`src/rtl/ase_idle_tracker_if.sv`:
```
// Request/response monitor bus for the idle tracker: the monitors (master)
// offer traffic and lockdown; the tracker (slave) returns readiness, idle and error status.
interface ase_idle_tracker_if #(
  parameter int NUM_CHANNELS = 2,
  parameter int CNT_WIDTH    = 10
) ();
  localparam int TOT_W = CNT_WIDTH + $clog2(NUM_CHANNELS) + 1;

  logic [NUM_CHANNELS-1:0] req_valid;
  logic [NUM_CHANNELS-1:0] req_ready;
  logic [NUM_CHANNELS-1:0] rsp_valid;
  logic                    reset_lockdown;
  logic                    system_is_idle;
  logic [TOT_W-1:0]        outstanding_total;
  logic                    drain_timeout;
  logic [NUM_CHANNELS-1:0] err_underflow;

  modport master (
    output req_valid, rsp_valid, reset_lockdown,
    input  req_ready, system_is_idle, outstanding_total, drain_timeout, err_underflow
  );

  modport slave (
    input  req_valid, rsp_valid, reset_lockdown,
    output req_ready, system_is_idle, outstanding_total, drain_timeout, err_underflow
  );
endinterface

```
`src/rtl/ase_idle_tracker.sv`:
```
// Per-channel outstanding-transaction tracker producing a debounced system idle level,
// request throttling during reset lockdown, a drain watchdog and underflow error flags.
module ase_idle_tracker #(
  parameter int NUM_CHANNELS  = 2,
  parameter int CNT_WIDTH     = 10,
  parameter int IDLE_HOLD     = 16,
  parameter int DRAIN_TIMEOUT = 4096
) (
  input  logic                clk,
  input  logic                rst_n,
  ase_idle_tracker_if.slave   bus
);
  localparam int TOT_W = CNT_WIDTH + $clog2(NUM_CHANNELS) + 1;
  localparam int QC_W  = $clog2(IDLE_HOLD + 1);
  localparam int DC_W  = $clog2(DRAIN_TIMEOUT + 1);

  localparam logic [CNT_WIDTH-1:0] CNT_MAX = {CNT_WIDTH{1'b1}};
  localparam logic [QC_W-1:0]      QC_ONE  = QC_W'(1);
  localparam logic [QC_W-1:0]      QC_LAST = QC_W'(IDLE_HOLD - 1);
  localparam logic [DC_W-1:0]      DC_MAX  = DC_W'(DRAIN_TIMEOUT);

  localparam logic [1:0] ST_BUSY   = 2'd0;
  localparam logic [1:0] ST_SETTLE = 2'd1;
  localparam logic [1:0] ST_IDLE   = 2'd2;

  logic [NUM_CHANNELS-1:0][CNT_WIDTH-1:0] cnt_q, cnt_d;
  logic [NUM_CHANNELS-1:0]                err_q, err_d;
  logic [TOT_W-1:0]                       total_q, total_d;
  logic [1:0]                             state_q, state_d;
  logic [QC_W-1:0]                        qc_q, qc_d;
  logic                                   idle_q, idle_d;
  logic [DC_W-1:0]                        dc_q, dc_d;
  logic                                   dto_q, dto_d;

  logic [NUM_CHANNELS-1:0] ready;
  logic [NUM_CHANNELS-1:0] issue;
  logic                    activity;
  logic                    quiet;

  // A full counter refuses further requests, so the counters can never wrap.
  always_comb begin
    for (int i = 0; i < NUM_CHANNELS; i++) begin
      ready[i] = ~bus.reset_lockdown & (cnt_q[i] != CNT_MAX);
    end
    issue = bus.req_valid & ready;
  end

  always_comb begin
    cnt_d   = cnt_q;
    err_d   = err_q;
    total_d = '0;
    for (int i = 0; i < NUM_CHANNELS; i++) begin
      unique case ({issue[i], bus.rsp_valid[i]})
        2'b10:   cnt_d[i] = cnt_q[i] + 1'b1;
        2'b01: begin
          if (cnt_q[i] == '0) err_d[i] = 1'b1;
          else                cnt_d[i] = cnt_q[i] - 1'b1;
        end
        default: cnt_d[i] = cnt_q[i];
      endcase
      total_d = total_d + TOT_W'(cnt_d[i]);
    end
    activity = (|issue) | (|bus.rsp_valid);
    quiet    = (cnt_d == '0) & ~activity;
  end

  // Idle debounce: IDLE_HOLD quiet cycles reach IDLE, one more publishes the level.
  always_comb begin
    state_d = state_q;
    qc_d    = qc_q;
    unique case (state_q)
      ST_BUSY: begin
        if (quiet) begin
          if (IDLE_HOLD == 1) begin
            state_d = ST_IDLE;
          end else begin
            state_d = ST_SETTLE;
            qc_d    = QC_ONE;
          end
        end
      end
      ST_SETTLE: begin
        if (!quiet) begin
          state_d = ST_BUSY;
          qc_d    = '0;
        end else if (qc_q == QC_LAST) begin
          state_d = ST_IDLE;
        end else begin
          qc_d = qc_q + 1'b1;
        end
      end
      ST_IDLE: begin
        if (!quiet) begin
          state_d = ST_BUSY;
          qc_d    = '0;
        end
      end
      default: begin
        state_d = ST_BUSY;
        qc_d    = '0;
      end
    endcase
    idle_d = (state_q == ST_IDLE) & quiet;
  end

  // Watchdog pauses (without clearing) while idle; only dropping lockdown clears it.
  always_comb begin
    dc_d = dc_q;
    if (!bus.reset_lockdown) begin
      dc_d = '0;
    end else if (!idle_q && (dc_q != DC_MAX)) begin
      dc_d = dc_q + 1'b1;
    end
    dto_d = bus.reset_lockdown & (dto_q | (dc_d == DC_MAX));
  end

  always_ff @(posedge clk or negedge rst_n) begin
    if (!rst_n) begin
      cnt_q   <= '0;
      err_q   <= '0;
      total_q <= '0;
      state_q <= ST_BUSY;
      qc_q    <= '0;
      idle_q  <= 1'b0;
      dc_q    <= '0;
      dto_q   <= 1'b0;
    end else begin
      cnt_q   <= cnt_d;
      err_q   <= err_d;
      total_q <= total_d;
      state_q <= state_d;
      qc_q    <= qc_d;
      idle_q  <= idle_d;
      dc_q    <= dc_d;
      dto_q   <= dto_d;
    end
  end

  assign bus.req_ready         = ready;
  assign bus.system_is_idle    = idle_q;
  assign bus.outstanding_total = total_q;
  assign bus.drain_timeout     = dto_q;
  assign bus.err_underflow     = err_q;

endmodule
```
`src/flat_wrapper.sv`:
```
// flat-port wrapper written by rule: the top's interface ports become plain ports
module ase_idle_tracker_flat 
#(
  parameter int NUM_CHANNELS  = 2,
  parameter int CNT_WIDTH     = 10,
  parameter int IDLE_HOLD     = 16,
  parameter int DRAIN_TIMEOUT = 4096
)
  (clk, rst_n, bus_req_valid, bus_rsp_valid, bus_reset_lockdown, bus_req_ready, bus_system_is_idle, bus_outstanding_total, bus_drain_timeout, bus_err_underflow);
  ase_idle_tracker_if #(.NUM_CHANNELS(NUM_CHANNELS), .CNT_WIDTH(CNT_WIDTH)) bus_i ();
  input  logic clk;
  input  logic rst_n;
  input wire logic [$bits(bus_i.req_valid)-1:0] bus_req_valid;
  input wire logic [$bits(bus_i.rsp_valid)-1:0] bus_rsp_valid;
  input wire logic [$bits(bus_i.reset_lockdown)-1:0] bus_reset_lockdown;
  output wire logic [$bits(bus_i.req_ready)-1:0] bus_req_ready;
  output wire logic [$bits(bus_i.system_is_idle)-1:0] bus_system_is_idle;
  output wire logic [$bits(bus_i.outstanding_total)-1:0] bus_outstanding_total;
  output wire logic [$bits(bus_i.drain_timeout)-1:0] bus_drain_timeout;
  output wire logic [$bits(bus_i.err_underflow)-1:0] bus_err_underflow;
  assign bus_i.req_valid = bus_req_valid;
  assign bus_i.rsp_valid = bus_rsp_valid;
  assign bus_i.reset_lockdown = bus_reset_lockdown;
  assign bus_req_ready = bus_i.req_ready;
  assign bus_system_is_idle = bus_i.system_is_idle;
  assign bus_outstanding_total = bus_i.outstanding_total;
  assign bus_drain_timeout = bus_i.drain_timeout;
  assign bus_err_underflow = bus_i.err_underflow;
  ase_idle_tracker #(.NUM_CHANNELS(NUM_CHANNELS), .CNT_WIDTH(CNT_WIDTH), .IDLE_HOLD(IDLE_HOLD), .DRAIN_TIMEOUT(DRAIN_TIMEOUT)) u_core (.clk(clk), .rst_n(rst_n), .bus(bus_i));
endmodule
```
`config.mk`:
```
export PLATFORM = sky130hd
export DESIGN_NAME = ase_idle_tracker_flat
export DESIGN_NICKNAME = d
export VERILOG_FILES = /design/src/rtl/ase_idle_tracker_if.sv /design/src/rtl/ase_idle_tracker.sv /design/src/flat_wrapper.sv
export SDC_FILE = /design/constraint.sdc
export NUM_CORES = 1
export LEC_CHECK = 0
export CORE_UTILIZATION = 60
export DETAILED_ROUTE_END_ITERATION = 16
export PLACE_DENSITY = 0.81
export SLEW_MARGIN = 20
export SYNTH_ARGS = -nofsm -noshare
export SYNTH_HDL_FRONTEND = slang
export SYNTH_SLANG_ARGS = --single-unit
```
`constraint.sdc`:
```
create_clock -name clk -period 5.2 [get_ports clk]
set_input_delay 0.52 -clock clk [delete_from_list [all_inputs] [get_ports clk]]
set_output_delay 0.52 -clock clk [all_outputs]
set_load 0.05 [all_outputs]
```
==> flow_summary.toml <==
[outcome]
status = "finished clean"

[sta]
maxSlewHeadroom_pct = 53.6
skew_ns = 0.00465
setup_viol = 0
worst_pin_slew_ns = 0.696
finalSetupTns_ns = 0
slew_violations = 0
fin_crit_sh_pct = 89.6
finalHoldViolCount = 0
rsz0062_at_grt = "false"
clock.fmax_mhz = 215
timing.final.crit_period_ns = 4.66

[pwr]
p_per_area_nw_per_um2 = 485
peakVddDrop_mv = 0.330
leakagePower_nw = 1.84

[run]
drv_cap = 0

[yosys]
synth_top_area_share_pct = 36.0
async_flop_share_pct = 100
syn_area_um2 = 3820
synthTopCellsByArea = "dfrtp_1, ha_1, xnor2_1"
synth_area_leader_cell = "dfrtp_1"
avgSynthCellArea_um2 = 8.80
synth-main-ff-cell = "dfrtp_1"
synth_edf_count = 0
postSynthCellCount = 434
yosysUniqueCellTypes = 69
ys_seq_area_share_pct = 36.0
ys_warn_count = 0
syn_nets = 464
synth-seq-cells = 55

[critical_path]
endpoint_kind = "flop"
critPathKind = "flop to flop"
crit_required_ns = 5.40
crit_arrival_ns = 4.86
crit_path_start_kind = "flop"
cp_max_fo = 10

[clocking]
post_cts_buffers = 0
clock_latency_ns = 0.30
cts_max_level = 2
root_buffer = "clkbuf_8"
cts_sinks = 55
clkTransAtPathRegs_ns = 0.10
cts_made_buffers = 5
cts_buffer_depth = 2
cts_hold_buf = 0
cts_tree = "done"

[finish]
area_delta_synth_final_pct = 9.92
regArea_um2 = 1380
antenna_cells = 0
multi_input_area_um2 = 2220
stdcell_area_um2 = 4200
drive_gt1_share_pct = 7.14
nets = 478
n_fill_cell = 481

[die]
die_w_um = 81.8
die_h_um = 81.8
io_pins = 25
placementRows = 28
dieArea_um2 = 6690
core_area_um2 = 6030
start_util_pct = 63.4

[placement]
numPortBuffers = 23
place_area_um2 = 4090
place_hpwl_um = 6310
gp_congestion = 0.985

[global_routing]
grt_pass1_vias = 3050
grt_start_max_net_pins = 56
grt_pass1_wl_um = 14500
overflow = 0
antenna_found_initial = 0
grtUsageTotal_pct = 28.3

[hold_path]
hold_class = "input pin to asynchronous set/reset pin"

[route]
top_layer = "met4"
dr_wl_met2_um = 3920
wire_per_inst_um = 16.6
via_count = 3308
wl_met1_um = 4080
drcViolationCount = 0
viasPerCell = 6.33
drt_iter0_drc = 200
ant_nets = 0
drt_wl_total_um = 8660
wl_met3_um = 540
detail_route.first_pass.iterations = 4
==> power by group <==
part	internal [W]	switching, W
clock	0.000141	0.000139
sequential	0.000535	0.000145
combinational	0.000416	0.000663
total	0.00109	0.000947
==> Yosys cell counts (6+ instances only) <==
library cell,number
dfrtp_1,55
inv_1,34
nor2_1,31
o21ai_0,26
ha_1,22
nand2_1,22
a21oi_1,21
nand3_1,18
xnor2_1,17
clkbuf_1,14
and2_1,12
nor2b_1,9
nor3_1,9
nor4_1,9
and3_1,7
nand4_1,6
nor3b_1,6
o22ai_1,6
or3_1,6
==> final timing paths <==
check | from | endpoint | slack, ns | cells past startpoint
min reg2reg | u_core.bus.err_underflow[0] | u_core.bus.err_underflow[0] | 0.48 | 1
min | rst_n | u_core.qc_q[0] | 0.32 | 2
max reg2reg | u_core.cnt_q[0] | u_core.bus.outstanding_total[10] | 0.54 | 18
min in group clk | u_core.bus.err_underflow[0] | u_core.bus.err_underflow[0] | 0.48 | 1
max | u_core.cnt_q[0] | u_core.bus.outstanding_total[10] | 0.54 | 18
max in group asynchronous | rst_n | u_core.cnt_q[4] | 4.40 | 2
==> metal layers <==
metal	vias up	global-route usage, %
li1	1604	-
met1	1557	39.5
met3	13	6.22
met4	0	8.42
met2	134	43.6
met5	-	0
==> cell usage in the layout (no fill, tap or decap), drive strengths merged, types with 11 or more instances in the layout <==
| cell type | n |
|---|---|
| clkdlybuf4s50 | 22 |
| nor4 | 11 |
| inv | 34 |
| and2 | 12 |
| dfrtp | 55 |
| nand2 | 22 |
| a21oi | 21 |
| nand3 | 18 |
| ha | 22 |
| nor2 | 31 |
| xnor2 | 17 |
| o21ai | 27 |
==> flip-flops by register name, summed over array words and instances, names as in the netlist <==
signal / flops
u_core.dc_q: 13
u_core.state_q: 2
u_core.bus.outstanding_total: 11
u_core.bus.system_is_idle: 1
u_core.cnt_q: 20
u_core.bus.err_underflow: 2
u_core.qc_q: 5
u_core.bus.drain_timeout: 1
==> repair_timing <==
action | CTS | global route
resized for setup | 0 | 3
endpoints found under the hold margin | 0 | 0
endpoints found under the setup margin | 0 | 3
==> through the flow <==
| stage | hold slack, ns | setup slack (ns) | total power [W] | instances | util [%] |
|---|---|---|---|---|---|
| floorplan | 0.224 | 0.713 | 0.00145 | 434 | - |
| global placement | 0.469 | 0.539 | 0.00173 | 516 | 67.8 |
| detailed placement | 0.461 | 0.357 | 0.00173 | 516 | 67.8 |
| CTS | 0.374 | 0.387 | 0.00202 | 523 | 69.6 |
| global route | 0.405 | 0.0675 | 0.00219 | 523 | 69.7 |
| finish | 0.325 | 0.543 | 0.00204 | 523 | 69.7 |
==> cell type report <==
type / count / area share (%)
clock buffers: 5 / 1.64
clock inverters: 2 / 0.894
inverters: 35 / 3.13
multi-input cells: 322 / 52.9
flip-flops and latches: 55 / 32.8
well taps: 75 / 2.23
repair buffers: 29 / 6.43
==> worst max-delay path, stage by stage (launching register included) <==
cell and delay, ns:
dfrtp_1 0.45, ha_1 0.23, and4_1 0.36, a311oi_1 0.17, inv_1 0.12, ha_2 0.31, inv_1 0.18, or3_1 0.44
o211ai_1 0.41, ha_1 0.34, nor2b_1 0.14, o21ai_0 0.21, a21boi_1 0.14, o21ai_0 0.26, a21boi_0 0.16, o21ai_0 0.16
nand2b_1 0.11, a21o_1 0.18, a21o_1 0.17
==> cells by family (layout without fill, tap and decap cells) <==
family	Yosys count	in the layout	share of synthesized area [%]
simple gates	168	168	25.2
compound gates	103	103	18.5
buf+inv	57	71	6.06
flops	55	55	36.0
fa+ha+maj	23	23	7.73
xor+xnor	22	22	5.04
mux	5	5	1.34
other cells	1	1	0.0981
Note: power is estimated with default switching activity, not from simulation.
